<file path="config.mk">
export PLATFORM = sky130hd
export DESIGN_NAME = hex_display_ctrl
export DESIGN_NICKNAME = d
export VERILOG_FILES = /design/src/rtl/hex_display_pkg.sv /design/src/rtl/hex_to_sseg.sv /design/src/rtl/hex_display_ctrl.sv
export SDC_FILE = /design/constraint.sdc
export NUM_CORES = 1
export LEC_CHECK = 0
export ABC_AREA = 0
export BUFFER_PORTS_ARGS = -buffer_cell sky130_fd_sc_hd__buf_2
export CAP_MARGIN = 10
export CORE_ASPECT_RATIO = 1.1
export CORE_MARGIN = 3
export CORE_UTILIZATION = 61
export DETAILED_ROUTE_END_ITERATION = 10
export PLACE_DENSITY = 0.85
export SYNTH_ARGS = -nofsm -noshare
export SYNTH_HDL_FRONTEND = slang
export SYNTH_SLANG_ARGS = --single-unit
</file>
<file path="constraint.sdc">
create_clock -name clk -period 4.8 [get_ports clk]
set_clock_uncertainty 0.2 [all_clocks]
set_input_delay 0 -clock clk [delete_from_list [all_inputs] [get_ports clk]]
set_output_delay 0 -clock clk [all_outputs]
set_load 0.02 [all_outputs]
</file>
<file path="src/rtl/hex_display_pkg.sv">
// Shared constants for the hex display peripheral: register map, CTRL bit
// layout and the active-low seven-segment font (bit 0 = segment a).
package hex_display_pkg;

    localparam int OFF_VALUE = 0;
    localparam int OFF_CTRL  = 1;

    localparam int CTRL_W    = 3;
    localparam int LZB_BIT   = 0;
    localparam int BLINK_BIT = 1;
    localparam int EN_BIT    = 2;
    localparam logic [CTRL_W-1:0] CTRL_RST = 3'b100;

    localparam logic [6:0] SEG_BLANK = 7'b1111111;

    localparam logic [6:0] SEG_FONT [16] = '{
        7'b1000000, // 0
        7'b1111001, // 1
        7'b0100100, // 2
        7'b0110000, // 3
        7'b0011001, // 4
        7'b0010010, // 5
        7'b0000010, // 6
        7'b1111000, // 7
        7'b0000000, // 8
        7'b0010000, // 9
        7'b0001000, // A
        7'b0000011, // b
        7'b1000110, // C
        7'b0100001, // d
        7'b0000110, // E
        7'b0001110  // F
    };

    typedef enum logic [1:0] {
        SEL_NONE,
        SEL_VALUE,
        SEL_CTRL
    } reg_sel_e;

endpackage

</file>
<file path="src/rtl/hex_to_sseg.sv">
// Combinational nibble to active-low seven-segment decoder.
module hex_to_sseg
    import hex_display_pkg::*;
(
    input  logic [3:0] nibble,
    output logic [6:0] segs
);

    always_comb begin
        segs = SEG_FONT[nibble];
    end

endmodule

</file>
<file path="src/rtl/hex_display_ctrl.sv">
// Memory-mapped seven-segment controller: VALUE/CTRL registers, leading-zero
// blanking, blink timebase, global enable and registered segment outputs.
module hex_display_ctrl
    import hex_display_pkg::*;
#(
    parameter int                DATA_W    = 16,
    parameter int                ADDR_W    = 9,
    parameter logic [ADDR_W-1:0] BASE_ADDR = 9'h100,
    parameter int                BLINK_DIV = 25_000_000
) (
    input  logic                   clk,
    input  logic                   reset_n,
    input  logic                   wr_en,
    input  logic                   rd_en,
    input  logic [ADDR_W-1:0]      addr,
    input  logic [DATA_W-1:0]      wdata,
    output logic [DATA_W-1:0]      rdata,
    output logic [7*(DATA_W/4)-1:0] segs
);

    localparam int NDIGITS = DATA_W / 4;
    localparam int CNT_W   = $clog2(BLINK_DIV);
    localparam logic [CNT_W-1:0]  TICK_LAST = CNT_W'(BLINK_DIV - 1);
    localparam logic [ADDR_W-1:0] ADDR_VALUE = BASE_ADDR + ADDR_W'(OFF_VALUE);
    localparam logic [ADDR_W-1:0] ADDR_CTRL  = BASE_ADDR + ADDR_W'(OFF_CTRL);

    logic [DATA_W-1:0]      value_q, value_d;
    logic [CTRL_W-1:0]      ctrl_q,  ctrl_d;
    logic [CNT_W-1:0]       tick_q,  tick_d;
    logic                   phase_q, phase_d;
    logic [DATA_W-1:0]      rdata_q, rdata_d;
    logic [7*NDIGITS-1:0]   segs_q,  segs_d;

    reg_sel_e               sel;
    logic [NDIGITS-1:0][6:0] font;
    logic [NDIGITS-1:0]     lit;

    for (genvar g = 0; g < NDIGITS; g++) begin : g_dec
        hex_to_sseg u_dec (
            .nibble (value_q[4*g +: 4]),
            .segs   (font[g])
        );
    end

    always_comb begin
        sel = SEL_NONE;
        if (addr == ADDR_VALUE) begin
            sel = SEL_VALUE;
        end else if (addr == ADDR_CTRL) begin
            sel = SEL_CTRL;
        end
    end

    // Digit k stays lit if it or any higher nibble is non-zero; digit 0 always lit.
    always_comb begin
        logic        seen;
        int unsigned k;
        seen = 1'b0;
        lit  = '0;
        for (int unsigned i = 0; i < NDIGITS; i++) begin
            k      = NDIGITS - 1 - i;
            seen   = seen | (|value_q[4*k +: 4]);
            lit[k] = seen | (k == 0);
        end
    end

    always_comb begin
        value_d = value_q;
        ctrl_d  = ctrl_q;
        rdata_d = '0;
        tick_d  = tick_q + CNT_W'(1);
        phase_d = phase_q;

        if (wr_en && sel == SEL_VALUE) begin
            value_d = wdata;
        end
        if (wr_en && sel == SEL_CTRL) begin
            ctrl_d = wdata[CTRL_W-1:0];
        end

        if (rd_en && sel == SEL_VALUE) begin
            rdata_d = value_q;
        end else if (rd_en && sel == SEL_CTRL) begin
            rdata_d = {{(DATA_W-CTRL_W){1'b0}}, ctrl_q};
        end

        if (tick_q == TICK_LAST) begin
            tick_d  = '0;
            phase_d = ~phase_q;
        end
        // A CTRL write restarts the blink in its visible phase, even on a wrap edge.
        if (wr_en && sel == SEL_CTRL) begin
            tick_d  = '0;
            phase_d = 1'b0;
        end

        segs_d = '1;
        for (int unsigned d = 0; d < NDIGITS; d++) begin
            if (!ctrl_q[EN_BIT]) begin
                segs_d[7*d +: 7] = SEG_BLANK;
            end else if (ctrl_q[BLINK_BIT] && phase_q) begin
                segs_d[7*d +: 7] = SEG_BLANK;
            end else if (ctrl_q[LZB_BIT] && !lit[d]) begin
                segs_d[7*d +: 7] = SEG_BLANK;
            end else begin
                segs_d[7*d +: 7] = font[d];
            end
        end
    end

    always_ff @(posedge clk or negedge reset_n) begin
        if (!reset_n) begin
            value_q <= '0;
            ctrl_q  <= CTRL_RST;
            tick_q  <= '0;
            phase_q <= 1'b0;
            rdata_q <= '0;
            segs_q  <= '1;
        end else begin
            value_q <= value_d;
            ctrl_q  <= ctrl_d;
            tick_q  <= tick_d;
            phase_q <= phase_d;
            rdata_q <= rdata_d;
            segs_q  <= segs_d;
        end
    end

    assign rdata = rdata_q;
    assign segs  = segs_q;

endmodule
</file>
==> run_results.csv, run 1 <==
group,metric,value,unit
cells_and_area,final-seq-area,2260,um2
sta,timing.final.hold_violations,0,
logic_synthesis,dominantRegCellSynth,"sky130_fd_sc_hd__dfrtp_1",
die,start_util,64.8,%
logic_synthesis,post_synth_main_area_contributors,"sky130_fd_sc_hd__dfrtp_1, sky130_fd_sc_hd__dfstp_2, sky130_fd_sc_hd__ha_1",
place,place_worst_setup_slack,2530,ps
hold_path,min_path_type,"primary input to flop",
global_route,number_of_antenna_violations_at_the_first_check_in_global_routing,0,
global_route,grt_start_max_net_pins,90,
critical_path,critPathTopFamily,"compound AO/OA/AOI/OAI gates",
clock_network,count_of_clock_tree_sinks,89,
critical_path,worst-endpoint-required,4850,ps
power,sw_pwr,0.416,mW
power,power_density,303,nW/um2
sta,max_slew_margin,29.7,%
drt,detailedRoute.firstIterationViolations,227,
critical_path,reg2reg_from,"value_q[12]",
sta,grt_setup_unrepaired,"false",
place,io_buffer_count,72,
die,area_inside_the_core_boundary,6790,um2
critical_path,r2r.worst_path.cells,6,
logic_synthesis,synth_cell_type_count,47,
power,part_of_the_total_power_dissipated_in_the_clock_network,35.4,%
clock_network,cts-resized-gates,0,
die,rows,31,
critical_path,reg2reg_to,"segs[13]",
die,die_x,87.0,um
power,power.ir.vdd_worst,193,uV
cells_and_area,areaGrowthSynthToFinish,18.5,%
status,outcome,"complete, no violations",
logic_synthesis,synth.ff_latch_count,89,
critical_path,reg2reg_slack,2470,ps
place,place.detailed.instances,551,
critical_path,critical-path-slowest-cell,"sky130_fd_sc_hd__a31oi_1",
hold_path,hold_path_startpoint,"addr[1]",
clock_network,cts_htree_levels,3,
drt,drc,0,
drt,via_per_inst,5.88,
sta,final_setup_violations,0,
logic_synthesis,net_count_of_the_mapped_netlist,468,
power,leakage,2.27,nW
cells_and_area,insertedDiodeCount,0,
power,p_comb_share,11.2,%
logic_synthesis,synth_enable_flop_cells,0,
clock_network,max-clock-path-buffers,2,
global_route,grt_pass1_vias,3460,
critical_path,cp_num_buf_inv,1,
clock_network,root_buffer,"sky130_fd_sc_hd__clkbuf_8",
global_route,globalRouteOverflowTotal,0,
drt,number_of_iterations_in_the_first_detailed_routing_pass,4,
flow_run,max_cap_violations,0,
clock_network,cts_inserted_buffers,9,
critical_path,crit_arrival,2380,ps
cells_and_area,multi_input_area,1990,um2
clock_network,tritoncts,"done",
global_route,grt_first_pass_wirelength,16500,um
clock_network,worst_skew_pair.late_latency,360,ps
logic_synthesis,yosys.area.top_type_share,34.1,%
sta,setup_tns,0,ps
clock_network,hold_buffers,20,
logic_synthesis,number_of_synthesis_warnings,0,
die,dieHeight,95.1,um
hold_path,timing.hold.worst_endpoint,"rdata[9]",
sta,final.period_utilization,48.6,%
power,cellInternalPower,1.16,mW
critical_path,crit_path_start_kind,"flop",
die,io_pins,73,
logic_synthesis,post_synth.cell_area_avg,10.6,um2
logic_synthesis,sequential_share_of_the_synthesized_area,51.4,%
logic_synthesis,post-synth-top-area-cell,"sky130_fd_sc_hd__dfrtp_1",
cells_and_area,fillers,421,
critical_path,timing.setup.critical_path_class,"flop to flop",
global_route,grt_use_total,25.9,%
place,globalplace.congestion,0.835,
sta,fmax,0.429,GHz
critical_path,timing.critical_path.to_type,"flop",
die,die_area,8270,um2
clock_network,cts_setup_buffers,0,
cells_and_area,share_of_final_layout_standard_cells_stronger_than_drive_strength_1,28.7,%
sta,tightest_slew,1050,ps
power,p_seq_share,53.3,%
hold_path,hold_path_depth,4,
drt,num_vias,3452,
power,swShare,26.3,%
critical_path,path_max_fanout,7,
sta,period_minus_slack,2330,ps
drt,route.detailed.wl_per_inst,16.5,um
logic_synthesis,netlist_area,4400,um2
sta,final.setup.worst_slack,2470,ps
cells_and_area,finalNetCount,554,
critical_path,worstPathCellList,"inv_1 -> ha_1 -> nor4bb_1 -> and3_1 -> a31oi_1 -> o311ai_0",
place,detailedPlacementHpwl,6560,um
logic_synthesis,postSynthCellCount,414,
cells_and_area,fin_cells,587,
critical_path,max_stage_delay,490,ps
clock_network,clkSlewWorstSetupHoldPaths,80,ps
drt,antenna_left,0,
logic_synthesis,async_flop_share,100,%
drt,finalWirelength,9710,um
sta,maxSlewViolCount,0,
==> layout make-up <==
cell class | count | share of cell area, %
sequential | 89 | 43.4
clock inverter | 7 | 1.80
tap | 82 | 1.97
multi-input combinational | 289 | 38.2
inverter | 18 | 1.30
timing repair buffer | 93 | 10.9
clock buffer | 9 | 2.37
==> worst max-delay path by stage <==
| stage | start | end | slack [ps] | cells past startpoint |
|---|---|---|---|---|
| after floorplan | tick_q[0] | tick_q[10] | 2730 | 6 |
| after global placement | tick_q[0] | tick_q[7] | 2580 | 6 |
| after detailed placement | tick_q[0] | tick_q[13] | 2530 | 6 |
| after CTS | value_q[12] | segs[13] | 2500 | 6 |
| after global routing | value_q[12] | segs[13] | 2310 | 6 |
| final | value_q[12] | segs[13] | 2470 | 6 |
==> worst register-to-register path: stages, from the launching register on <==
cell and delay, ps:
sky130_fd_sc_hd__dfrtp_1 470, sky130_fd_sc_hd__inv_1 150, sky130_fd_sc_hd__ha_1 260, sky130_fd_sc_hd__nor4bb_1 170
sky130_fd_sc_hd__and3_1 240, sky130_fd_sc_hd__a31oi_1 490, sky130_fd_sc_hd__o311ai_0 240
==> registers in the layout, summed over array words and instances, names as in the netlist <==
signal   cells
value_q     16
tick_q      25
rdata       16
segs        28
ctrl_q       3
phase_q      1
==> cells in the mapped netlist, types with 2 or more instances <==
| master | number |
|---|---|
| sky130_fd_sc_hd__nand2b_1 | 9 |
| sky130_fd_sc_hd__a32oi_1 | 2 |
| sky130_fd_sc_hd__or4_1 | 2 |
| sky130_fd_sc_hd__a31oi_1 | 2 |
| sky130_fd_sc_hd__nor4b_1 | 2 |
| sky130_fd_sc_hd__and4_1 | 3 |
| sky130_fd_sc_hd__or2_2 | 3 |
| sky130_fd_sc_hd__buf_2 | 3 |
| sky130_fd_sc_hd__nand3_1 | 13 |
| sky130_fd_sc_hd__nor2b_1 | 4 |
| sky130_fd_sc_hd__a22o_1 | 3 |
| sky130_fd_sc_hd__nand2_1 | 41 |
| sky130_fd_sc_hd__and2_1 | 8 |
| sky130_fd_sc_hd__mux2_2 | 19 |
| sky130_fd_sc_hd__and3_1 | 3 |
| sky130_fd_sc_hd__nor3_1 | 12 |
| sky130_fd_sc_hd__mux2i_1 | 5 |
| sky130_fd_sc_hd__nor2_1 | 31 |
| sky130_fd_sc_hd__o211ai_1 | 18 |
| sky130_fd_sc_hd__clkbuf_1 | 13 |
| sky130_fd_sc_hd__nand4_1 | 6 |
| sky130_fd_sc_hd__o31ai_1 | 2 |
| sky130_fd_sc_hd__a21oi_1 | 10 |
| sky130_fd_sc_hd__or3_1 | 8 |
| sky130_fd_sc_hd__dfrtp_1 | 60 |
| sky130_fd_sc_hd__inv_1 | 18 |
| sky130_fd_sc_hd__dfstp_2 | 29 |
| sky130_fd_sc_hd__nor4_1 | 6 |
| sky130_fd_sc_hd__o311ai_0 | 6 |
| sky130_fd_sc_hd__ha_1 | 25 |
| sky130_fd_sc_hd__xnor2_1 | 11 |
| sky130_fd_sc_hd__o21ai_0 | 17 |
| sky130_fd_sc_hd__xor2_1 | 5 |
| sky130_fd_sc_hd__a21boi_0 | 2 |
==> stage by stage <==
step | hold WS [ps] | util [%] | instance area [um2] | power, mW
final | 62.8 | 76.8 | 5220 | 1.58
after floorplan | -496 | - | 4400 | 0.960
after detailed placement | 35.5 | 70.7 | 4800 | 1.02
after global routing | 136 | 76.8 | 5220 | 1.65
after CTS | 19.2 | 76.8 | 5220 | 1.59
after global placement | 31.4 | 70.7 | 4800 | 1.01
==> logic make-up after synthesis <==
kind of cell             share of synthesized area, %
buffers and inverters                            3.35
AND/OR/NAND/NOR                                  18.3
multiplexers                                     6.51
flip-flops                                       51.4
adder cells (fa/ha/maj)                          7.11
AO/OA/AOI/OAI                                    10.1
XOR/XNOR                                         3.18
==> layout by cell type, fill, tap and decap left out, drive strengths merged, types with 3 or more instances in the layout <==
| master | Yosys | final |
|---|---|---|
| nand2b | 9 | 9 |
| nor2 | 31 | 31 |
| a22o | 3 | 3 |
| or2 | 3 | 3 |
| nand4 | 7 | 7 |
| and3 | 3 | 3 |
| and4 | 4 | 4 |
| a21oi | 10 | 10 |
| mux2i | 5 | 5 |
| dfrtp | 60 | 60 |
| o211ai | 18 | 18 |
| mux2 | 19 | 19 |
| inv | 18 | 19 |
| xor2 | 5 | 5 |
| or3 | 8 | 8 |
| clkbuf | 14 | 9 |
| dfstp | 29 | 29 |
| nand2 | 41 | 41 |
| o21ai | 17 | 17 |
| buf | 4 | 73 |
| nor3 | 12 | 12 |
| xnor2 | 11 | 11 |
| nor2b | 4 | 4 |
| and2 | 8 | 8 |
| ha | 25 | 25 |
| nor4 | 6 | 6 |
| o311ai | 6 | 6 |
| dlygate4sd3 | 0 | 20 |
| nand3 | 14 | 14 |
==> layer usage <==
layer  up-vias  global-route usage [%]  part of all wire (%)
li1       1632                       -                     -
met1      1693                    31.5                    40
met2       107                    44.5                    52
met3        20                    6.83                   5.5
met4         0                    9.09                   2.3
met5         -                       0                     0
==> power by group through the flow <==
stage          Combinational, mW  Clock (mW)  Sequential [mW]
6_report                   0.178       0.560            0.843
5_1_grt                    0.201       0.600            0.851
4_1_cts                    0.179       0.569            0.843
3_5_place_dp               0.166           0            0.856
3_3_place_gp               0.157           0            0.853
2_1_floorplan              0.111           0            0.849
Power figures use the tool's default switching activity.
==> run 2, diff against run 1 <==
ABC_AREA = 1   (was 0)
CORE_UTILIZATION = 51   (was 61)
PLACE_DENSITY = 0.76   (was 0.85)
clock period = 2.1 ns   (was 4.8 ns; I/O delays follow)
==> run 2 against run 1 <==
  * The flow now finishes with violations (hold timing)
  * Non-clock buffer count up 12
  * Sequential share of layout area down 3.2 points
  * Worst setup slack worse by 2400 ps
  * Count of clock-buffer cells in the layout up 3
  * Critical path type is now primary input to flop
  * Critical path depth up 2
  * Synthesized cell count up 36%
  * Sequential cell count unchanged
==> run_results.csv, run 2 <==
group,metric,value,unit
status,outcome,"finished, violations left",
status,failing_checks,"hold timing",
clock_network,tritoncts,"done",
clock_network,max-clock-path-buffers,2,
global_route,globalRouteOverflowTotal,0,
cells_and_area,finalNetCount,720,
critical_path,worstPathCellList,"dlygate4sd3_1 -> buf_2 -> inv_1 -> nor3_1 -> dlygate4sd3_1 -> nand4_1 -> inv_2 -> nor2_1",
logic_synthesis,combinational_family_with_the_most_area_after_synthesis,"simple AND/OR/NAND/NOR gates",
cells_and_area,final_common_cell,"sky130_fd_sc_hd__nor2_1",
logic_synthesis,synth.ff_latch_count,89,
sta,final_setup_violations,0,
cells_and_area,final-seq-area,2260,um2
logic_synthesis,yosys.area_share.adder,6.73,%
global_route,grt_start_max_net_pins,47,
sta,max_slew_margin,65.3,%
die,die_x,97.0,um
critical_path,timing.setup.critical_path_class,"primary input to flop",
cells_and_area,insertedDiodeCount,0,
critical_path,path_max_fanout,7,
logic_synthesis,yosysMostFrequentCell,"sky130_fd_sc_hd__nor2_1",
global_route,most_crowded_layer_after_global_routing,"met2",
logic_synthesis,post_synth_main_area_contributors,"sky130_fd_sc_hd__dfrtp_1, sky130_fd_sc_hd__dfstp_2, sky130_fd_sc_hd__nor2_1",
sta,maxSlewViolCount,0,
logic_synthesis,synth-compound-area-share,7.86,%
logic_synthesis,post_synth.cell_area_avg,8.26,um2
sta,whs,-27.5,ps
place,globalplace.congestion,0.883,
sta,period_minus_slack,2030,ps
drt,detailedRoute.firstIterationViolations,255,
drt,finalWirelength,10500,um
global_route,met3_routing_resource_usage_after_global_routing,4.33,%
clock_network,root_buffer,"sky130_fd_sc_hd__clkbuf_8",
critical_path,crit_path_start_kind,"primary input",
logic_synthesis,post-synth-top-area-cell,"sky130_fd_sc_hd__dfrtp_1",
logic_synthesis,netlist_area,4650,um2
cells_and_area,fin_cells,782,
power,power.ir.vdd_worst,491,uV
sta,setup_tns,0,ps
clock_network,cts_inserted_buffers,9,
logic_synthesis,synth_cell_type_count,32,
sta,final.period_utilization,96.9,%
logic_synthesis,synth-simple-area-share,27.3,%
drt,num_vias,4012,
place,place.detailed.instances,735,
global_route,grt_first_pass_wirelength,18100,um
clock_network,clkSlewWorstSetupHoldPaths,80,ps
power,power_density,692,nW/um2
cells_and_area,share_of_final_layout_standard_cells_stronger_than_drive_strength_1,21.0,%
critical_path,cp_num_buf_inv,5,
global_route,gr-usage-met2,36.0,%
logic_synthesis,yosys.area.top_type_share,32.3,%
clock_network,count_of_clock_tree_sinks,89,
global_route,grt_pass1_vias,4069,
global_route,use_met1,27.0,%
critical_path,timing.critical_path.to_type,"flop",
place,detailedPlacementHpwl,7440,um
global_route,grt_use_total,21.2,%
critical_path,crit_arrival,2070,ps
die,dieHeight,106,um
clock_network,cts_htree_levels,3,
sta,tightest_slew,519,ps
drt,number_of_iterations_in_the_first_detailed_routing_pass,5,
cells_and_area,fillers,677,
logic_synthesis,net_count_of_the_mapped_netlist,617,
drt,route.detailed.wl_per_inst,13.4,um
die,io_pins,73,
cells_and_area,areaGrowthSynthToFinish,21.2,%
cells_and_area,final_cell_mix,"sky130_fd_sc_hd__nor2_1, sky130_fd_sc_hd__nand2_1, sky130_fd_sc_hd__buf_2",
logic_synthesis,postSynthCellCount,563,
drt,via_per_inst,5.13,
critical_path,path_common_cell,"sky130_fd_sc_hd__dlygate4sd3_1",
critical_path,critPathTopFamily,"buffers and inverters",
logic_synthesis,number_of_synthesis_warnings,0,
logic_synthesis,sequential_share_of_the_synthesized_area,48.7,%
place,post_dp_cell_area,5090,um2
critical_path,critical-path-slowest-cell,"sky130_fd_sc_hd__dlygate4sd3_1",
critical_path,worst-endpoint-required,2140,ps
drt,drc,0,
clock_network,cts_setup_buffers,0,
global_route,number_of_antenna_violations_at_the_first_check_in_global_routing,0,
critical_path,max_stage_delay,580,ps
logic_synthesis,async_flop_share,100,%
drt,antenna_left,0,
power,leakage,2.72,nW
logic_synthesis,synth_enable_flop_cells,0,
clock_network,worst_skew_pair.late_latency,350,ps
logic_synthesis,synth-xor-area-share,2.26,%
die,die_area,10300,um2
hold_path,min_path_type,"primary input to flop",
logic_synthesis,dominantRegCellSynth,"sky130_fd_sc_hd__dfrtp_1",
cells_and_area,layout.cell_area.non_filler,5640,um2
cells_and_area,multi_input_area,2060,um2
flow_run,max_cap_violations,0,
die,start_util,53.9,%
sta,fmax,0.491,GHz
place,io_buffer_count,72,
cells_and_area,largest_register_ffs,28,
die,area_inside_the_core_boundary,8630,um2
logic_synthesis,synth_mux_area_share,0,%
die,rows,35,
sta,timing.final.hold_violations,2,
logic_synthesis,synth_common_cells,"sky130_fd_sc_hd__nor2_1, sky130_fd_sc_hd__nand2_1, sky130_fd_sc_hd__inv_1, sky130_fd_sc_hd__dfrtp_1, sky130_fd_sc_hd__nand3_1",
## run 2: cell count changes after synthesis, sizes merged, moves of 13 or more
cell / before / now
a21oi: 10 / 23
nand3: 14 / 49
inv: 18 / 66
nand2: 41 / 107
mux2: 19 / 0
nor2: 31 / 123
## run 2: tightest hold or removal path, cell delays in order
cell                      delay [ps]
sky130_fd_sc_hd__buf_2            80
sky130_fd_sc_hd__nor2_1           40
sky130_fd_sc_hd__nand3_1          70
sky130_fd_sc_hd__nor2_2           80
sky130_fd_sc_hd__nand3_4         100
sky130_fd_sc_hd__nand2_1          50
sky130_fd_sc_hd__o21ai_0          70
## run 2: area by class of cell
cell class	instances	share of cell area (%)
inverters	66	4.40
clock inverters	4	1.38
well taps	111	2.46
repair buffers	105	12.6
clock buffers	12	2.40
multi-input cells	395	36.6
flip-flops and latches	89	40.2
## run 2: timing repair
action                                  CTS  global route
endpoints found under the hold margin   118             0
hold buffers                             31             0
resized for setup                         0             2
endpoints found under the setup margin    0             8
## run 2: kinds of logic (layout without fill, tap and decap cells)
family	count (synthesis)	after routing
AOI/OAI and AO/OA	63	63
adders and majority gates	25	25
and+or+nand+nor	295	295
buffers and inverters	79	187
DFF	89	89
xor gates and xnor gates	12	12
## run 2: final timing paths
path / start / to / slack, ps / cells past startpoint
worst max-delay path: addr[0] / tick_q[17] / 70 / 8
worst min-delay path: addr[3] / ctrl_q[1] / -30 / 7
worst max register to register: value_q[8] / segs[16] / 160 / 6
worst min register to register: tick_q[0] / tick_q[0] / 290 / 1
max in group asynchronous: reset_n / segs[7] / 1220 / 3
min in group asynchronous: reset_n / segs[14] / 140 / 2
## run 2: stage by stage
stage	worst slack [ps]	util, %	power [mW]
3_5_place_dp	222	59.1	2.63
4_1_cts	117	65.2	3.93
3_3_place_gp	311	59.1	2.61
2_1_floorplan	510	-	2.45
6_report	65.0	65.3	3.90
5_1_grt	-25.1	65.3	4.11
## run 2: power by group
group / switching [mW] / internal, mW / total (mW)
Clock: 0.574 / 0.676 / 1.25
Sequential: 0.144 / 1.84 / 1.99
Combinational: 0.396 / 0.267 / 0.663
Total: 1.11 / 2.79 / 3.90
## run 2: per-layer routing
metal  up-vias  wire, um
li1       1995         -
met5         -         0
met3        23       508
met2       117      5170
met1      1877      4540
met4         0       244
